### config.mk
export PLATFORM = sky130hd
export DESIGN_NAME = isw_and_norder_pipe
export DESIGN_NICKNAME = d
export VERILOG_FILES = /design/src/rtl/isw_pkg.sv /design/src/rtl/isw_and_norder_pipe_cross.sv /design/src/rtl/isw_and_norder_pipe.sv
export SDC_FILE = /design/constraint.sdc
export NUM_CORES = 1
export LEC_CHECK = 0
export ABC_AREA = 1
export BUFFER_PORTS_ARGS = -buffer_cell sky130_fd_sc_hd__buf_2
export CELL_PAD_IN_SITES_DETAIL_PLACEMENT = 0
export CELL_PAD_IN_SITES_GLOBAL_PLACEMENT = 2
export CORE_AREA = 2 2 102 104
export CTS_BUF_LIST = sky130_fd_sc_hd__clkbuf_16
export CTS_CLUSTER_DIAMETER = 100
export CTS_CLUSTER_SIZE = 14
export DETAILED_ROUTE_END_ITERATION = 8
export DIE_AREA = 0 0 104 106
export PLACE_DENSITY = 0.78
export SETUP_SLACK_MARGIN = 0.5
export SYNTH_ARGS = -nofsm -noshare
export SYNTH_HDL_FRONTEND = slang
export SYNTH_SLANG_ARGS = --single-unit
### constraint.sdc
create_clock -name clk_i -period 0.95 [get_ports clk_i]
set_input_delay 0.0475 -clock clk_i [delete_from_list [all_inputs] [get_ports clk_i]]
set_output_delay 0.0475 -clock clk_i [all_outputs]
set_load 0.05 [all_outputs]
### src/rtl/isw_pkg.sv
// isw_pkg: shared helpers for the n-th order ISW AND gadget (random-word count and pair index mapping).
package isw_pkg;
  localparam int ISW_DEF_WIDTH = 8;
  function automatic int num_rand(input int s);
    return s * (s - 1) / 2;
  endfunction
  function automatic int rand_idx(input int i, input int j, input int s);
    return i * s - i * (i + 1) / 2 + (j - i - 1);
  endfunction
endpackage

### src/rtl/isw_and_norder_pipe_cross.sv
// isw_cross_term: registered cross products for one share pair i<j; ISW_AND_ZERO_IDLE_EN zeroes the registers while idle.
module isw_cross_term
  import isw_pkg::*;
#(
  parameter int WIDTH = ISW_DEF_WIDTH
) (
  input  logic             clk_i,
  input  logic             rst_i,
  input  logic             en_i,
  input  logic [WIDTH-1:0] xi,
  input  logic [WIDTH-1:0] xj,
  input  logic [WIDTH-1:0] yi,
  input  logic [WIDTH-1:0] yj,
  input  logic [WIDTH-1:0] r,
  output logic [WIDTH-1:0] rd_o,
  output logic [WIDTH-1:0] tu_o
);
  logic [WIDTH-1:0] t, u, rd;
  always_ff @(posedge clk_i) begin
    if (rst_i) begin
      t  <= '0;
      u  <= '0;
      rd <= '0;
`ifdef ISW_AND_ZERO_IDLE_EN
    end else begin
      t  <= en_i ? r ^ (xi & yj) : '0;
      u  <= en_i ? xj & yi : '0;
      rd <= en_i ? r : '0;
    end
`else
    end else if (en_i) begin
      t  <= r ^ (xi & yj);
      u  <= xj & yi;
      rd <= r;
    end
`endif
  end
  // t and u are only merged after both are registered
  assign tu_o = t ^ u;
  assign rd_o = rd;
endmodule

### src/rtl/isw_and_norder_pipe.sv
// isw_and_norder_pipe: two-stage d-th order ISW masked AND with valid flag.
// Optional macro ISW_AND_ZERO_IDLE_EN: stage registers load zero instead of holding while idle.
module isw_and_norder_pipe
  import isw_pkg::*;
#(
  parameter int NUM_SHARES = 2,
  parameter int WIDTH      = ISW_DEF_WIDTH
) (
  input  logic                                    clk_i,
  input  logic                                    rst_i,
  input  logic                                    valid_i,
  input  logic [NUM_SHARES*WIDTH-1:0]             X_i,
  input  logic [NUM_SHARES*WIDTH-1:0]             Y_i,
  input  logic [num_rand(NUM_SHARES)*WIDTH-1:0]   R_i,
  output logic                                    valid_o,
  output logic [NUM_SHARES*WIDTH-1:0]             Q_o
);
  localparam int NUM_RAND = num_rand(NUM_SHARES);
  logic                               v1;
  logic [NUM_SHARES-1:0][WIDTH-1:0]   c, z, q;
  logic [NUM_RAND-1:0][WIDTH-1:0]     rd, tu;
  always_ff @(posedge clk_i) begin
    if (rst_i) begin
      c  <= '0;
      v1 <= 1'b0;
    end else begin
      v1 <= valid_i;
`ifdef ISW_AND_ZERO_IDLE_EN
      c  <= valid_i ? X_i & Y_i : '0;
`else
      if (valid_i) c <= X_i & Y_i;
`endif
    end
  end
  for (genvar i = 0; i < NUM_SHARES; i++) begin : g_i
    for (genvar j = i + 1; j < NUM_SHARES; j++) begin : g_j
      localparam int K = rand_idx(i, j, NUM_SHARES);
      isw_cross_term #(.WIDTH(WIDTH)) u_ct (
        .clk_i (clk_i),
        .rst_i (rst_i),
        .en_i  (valid_i),
        .xi    (X_i[i*WIDTH +: WIDTH]),
        .xj    (X_i[j*WIDTH +: WIDTH]),
        .yi    (Y_i[i*WIDTH +: WIDTH]),
        .yj    (Y_i[j*WIDTH +: WIDTH]),
        .r     (R_i[K*WIDTH +: WIDTH]),
        .rd_o  (rd[K]),
        .tu_o  (tu[K])
      );
    end
  end
  always_comb begin
    z = c;
    for (int a = 0; a < NUM_SHARES; a++)
      for (int b = 0; b < NUM_SHARES; b++)
        if (a < b) z[a] ^= rd[rand_idx(a, b, NUM_SHARES)];
        else if (a > b) z[a] ^= tu[rand_idx(b, a, NUM_SHARES)];
  end
  always_ff @(posedge clk_i) begin
    if (rst_i) begin
      q       <= '0;
      valid_o <= 1'b0;
    end else begin
      valid_o <= v1;
`ifdef ISW_AND_ZERO_IDLE_EN
      q       <= v1 ? z : '0;
`else
      if (v1) q <= z;
`endif
    end
  end
  assign Q_o = q;
endmodule
; Word level (Yosys, flattened, before mapping)
; Index checks and enable logic that the tools add are counted.
; Widths: inputs -> output; s select.
[totals]
regBits = 58
wordCells = 16
n_memories = 0
rom_bits = 0
inputBits = 43
out_inout_bits = 17
latch_bits = 0
mem_bits_rw = 0
[op_classes]
shift = 0
bitwise_logic = 7
eq_ne = 0
n_mul = 0
n_reduce_logical = 0
n_addsub = 0
muxes = 0
magnitude_cmp = 0
div_mod_pow = 0
[ops]
columns = op, count
row1 = $xor 8x8->8, 4
row2 = $and 16x16->16, 1
row3 = $and 8x8->8, 2

; Logic depth before layout (Yosys ltp)
[logic_depth]
depth_word = 2
ltp_mapped = 7
ltp_nobuf = 7

; By module
; Synthesis repeated with hierarchy kept, for this count alone.
[hier_totals]
cells_unflattened = 386
area_unflattened_um2 = 2657.5
[modules_own_cells]
columns = mod, instances, seq_area_each_um2, cells_each, area_each_um2
row1 = isw_and_norder_pipe, 1, 680.7, 241, 1616.6
row2 = isw_cross_term, 1, 480.5, 145, 1041.0

; Least setup slack after synthesis
; Ideal clock, no wire load.
[synth_timing]
path_type = register -> register
start = register, netlist name Q_o[15]
end = register q (netlist bit Q_o[15])
n_path_buf = 0
t_required_ns = 0.894
path_stages_with_launch = 5
setup_time_ns = 0.056
synth_period_minus_slack_ns = 0.932
arrival_ns = 0.876
slack_ns = 0.018
cell_sequence = dfxtp_1 nor2_1 nor2_1 nand2_1 inv_1
[synth_rtl]
columns = element, line_no
row1 = "end signal, assigned", isw_and_norder_pipe.sv:68  ; if (v1) q <= z;
row2 = "end, declared", isw_and_norder_pipe.sv:20  ; logic [NUM_SHARES-1:0][WIDTH-1:0] c, z, q;

==> flow_summary.toml <==
[finish]
mostFrequentLayoutCells = "73 x nand2_1, 52 x inv_1, 46 x nand3_1"
nets = 476
num_antenna_cells = 0
area_delta_synth_final_pct = 52.5
drive_gt1_share_pct = 42.9
post-route-util_pct = 38.4
final_cell_area_sq_um = 3840
final_common_cell = "nand2_1"

[sta]
hold_ws_ps = -8.26
rsz0062_at_grt = "true"
max_slew.worst_pin.slew_ps = 380
fin_crit_sh_pct = 93.1
slew_headroom_pct = 74.6
fin_crit_ps = 884
setup_viol = 0
clock_skew_ps = 2.54
slew_viol_final = 0
final-hold-violation-count = 8
max_freq_mhz = 1130
setup_tns_ps = 0

[grt]
grt_overflow = 0
grt_first_pass_wirelength_mm = 11.3
grt_pass1_vias = 2301
grt_util_all_layers_pct = 13.0
antenna_found_initial = 0
grt_max_degree = 31

[drt]
drt_iter0_markers = 66
via_per_inst = 4.28
wl_per_cell_um = 12.1
wl_mm = 6.97
dr_total_vias = 2457
first_pass_iters = 4
postRouteAntennaNets = 0
drc = 0

[critical_path]
cp_num_buf_inv = 2
cp-start-kind = "flop"
path_max_fanout = 10
cp_slowest_cell = "dfxtp_4"
worstPathRequired_ps = 1160
cpPeakStageDelay_ps = 380
path_class = "flop to flop"
crit_top_cell = "nor2_1"
end_kind = "flop"
critical_path.top_delay_family = "flip-flops"
path_cells = "buf_8, nor2_1, nor2_1, o21ai_1, inv_1"
arrival_ps = 1100

[pwr]
power_density_nw_per_um2 = 1780
cellLeakagePower_nw = 1.77
irDropWorstVdd_uv = 716

[floorplanning]
ios = 60
placementRows = 37
start_util_pct = 25.2
die_h_um = 106
die_w_um = 104
die_area_sq_um = 11000
core_sq_um = 10000

[flow_run]
drv_cap = 0

[placed_design]
port_buffers = 59
dp_hpwl_mm = 4.86
globalplace.congestion = 0.774
placed_cell_area_sq_um = 3140

[yosys]
postSynthAreaPerCell_sq_um = 7.00
yosys.area.top_type = "dfxtp_1"
yosysWarnings = 0
ys_ff_latch = 58
syn_area_sq_um = 2520
synthesis.nets = 403
synth_top_area_share_pct = 46.1
syn_inst = 360
synth_area_leaders = "dfxtp_1 46%, nand2_1 11%, nand3_1 9.5%"
synth.distinct_cells = 15
seq_area_frac_synth_pct = 46.1

[clocking]
clockBufferDepth = 2
insertion_delay_ps = 320
clk_pin_slew_ps = 50
cts_max_level = 3
clock-root-buffer = "clkbuf_16"
cts_tree = "yes"
cts_made_buffers = 9
cts_sinks = 58

[status]
status = "finished, violations left"
violations = "hold timing"

[min_path]
hp-class = "input pin to flop"
-- cells by family after synthesis --
family	after synthesis	synth area share [%]
xor gates and xnor gates	8	2.78
DFF	58	46.1
buffers and inverters	75	12.3
and+or+nand+nor	155	25.5
AOI/OAI and AO/OA	64	13.4
-- Yosys cell counts, drive strengths merged --
library cell	count
nor2	33
nand2	74
xor2	8
clkbuf	1
o21ai	17
dfxtp	58
a21oi	40
inv	60
buf	14
o31ai	7
nand3	48
-- registers in the layout, summed over array words and instances, names as in the netlist --
signal	count
Q_o	16
c	16
g_i.g_j.u_ct.rd_o	8
g_i.g_j.u_ct.t	8
g_i.g_j.u_ct.u	8
v1	1
valid_o	1
-- area by class of cell --
class                           instances  area [sq um]
Clock buffer                            9           225
Clock inverter                          7          60.1
Fill cell                            1055          6160
Inverter                               60           228
Multi-Input combinational cell        227          1190
Sequential cell                        58          1280
Tap cell                              136           170
Timing Repair Buffer                   77           691
-- report_power, final --
part / leakage [nW] / internal [mW] / switching (mW) / total [mW]
Combinational: 1.13 / 0.459 / 0.590 / 1.05
Sequential: 0.505 / 2.57 / 0.117 / 2.69
Clock: 0.140 / 1.99 / 1.10 / 3.09
Total: 1.77 / 5.02 / 1.81 / 6.83
-- repair_timing --
action,CTS,global route
hold endpoints to repair,10,2
pin swaps,23,12
gates resized for setup,97,29
setup endpoints to repair,74,74
cloned,0,1
buffers inserted,2,5
-- worst min-delay path: cells and delay by family --
| kind | cells | cell delay (ps) |
|---|---|---|
| AOI/OAI and AO/OA | 1 | 60 |
| and+or+nand+nor | 1 | 80 |
| buffers and inverters | 1 | 90 |
-- path summary, 6_finish.rpt --
kind	startpoint	to	slack [ps]	cells after the start
hold reg to reg	c[2]$_SDFFE_PP0P_	c[2]$_SDFFE_PP0P_	460	2
hold / removal	Y_i[11]	c[11]$_SDFFE_PP0P_	-8	3
setup / recovery	v1$_SDFF_PP0_	Q_o[4]$_SDFFE_PP0P_	70	5
setup reg to reg	v1$_SDFF_PP0_	Q_o[4]$_SDFFE_PP0P_	70	5
-- metal layers --
layer  vias to the layer above  wire length [um]  track usage (%)  share of wire (%)
li1                       1285                 -                -                  -
met1                      1105              3260             16.1                 47
met2                        52              3240             21.2                 46
met3                        15               307             3.68                4.4
met4                         0               168             5.79                2.4
met5                         -                 0                0                  0
-- stage by stage --
| stage | instances | setup WS, ps | total power [mW] |
|---|---|---|---|
| 5_1_grt | 574 | 21.5 | 7.17 |
| 2_1_floorplan | 360 | 96.5 | 3.26 |
| 4_1_cts | 568 | 71.3 | 6.83 |
| 6_report | 574 | 65.9 | 6.83 |
| 3_3_place_gp | 550 | 75.1 | 3.56 |
| 3_5_place_dp | 550 | 64.6 | 3.56 |
(Power assumes the default switching activity.)
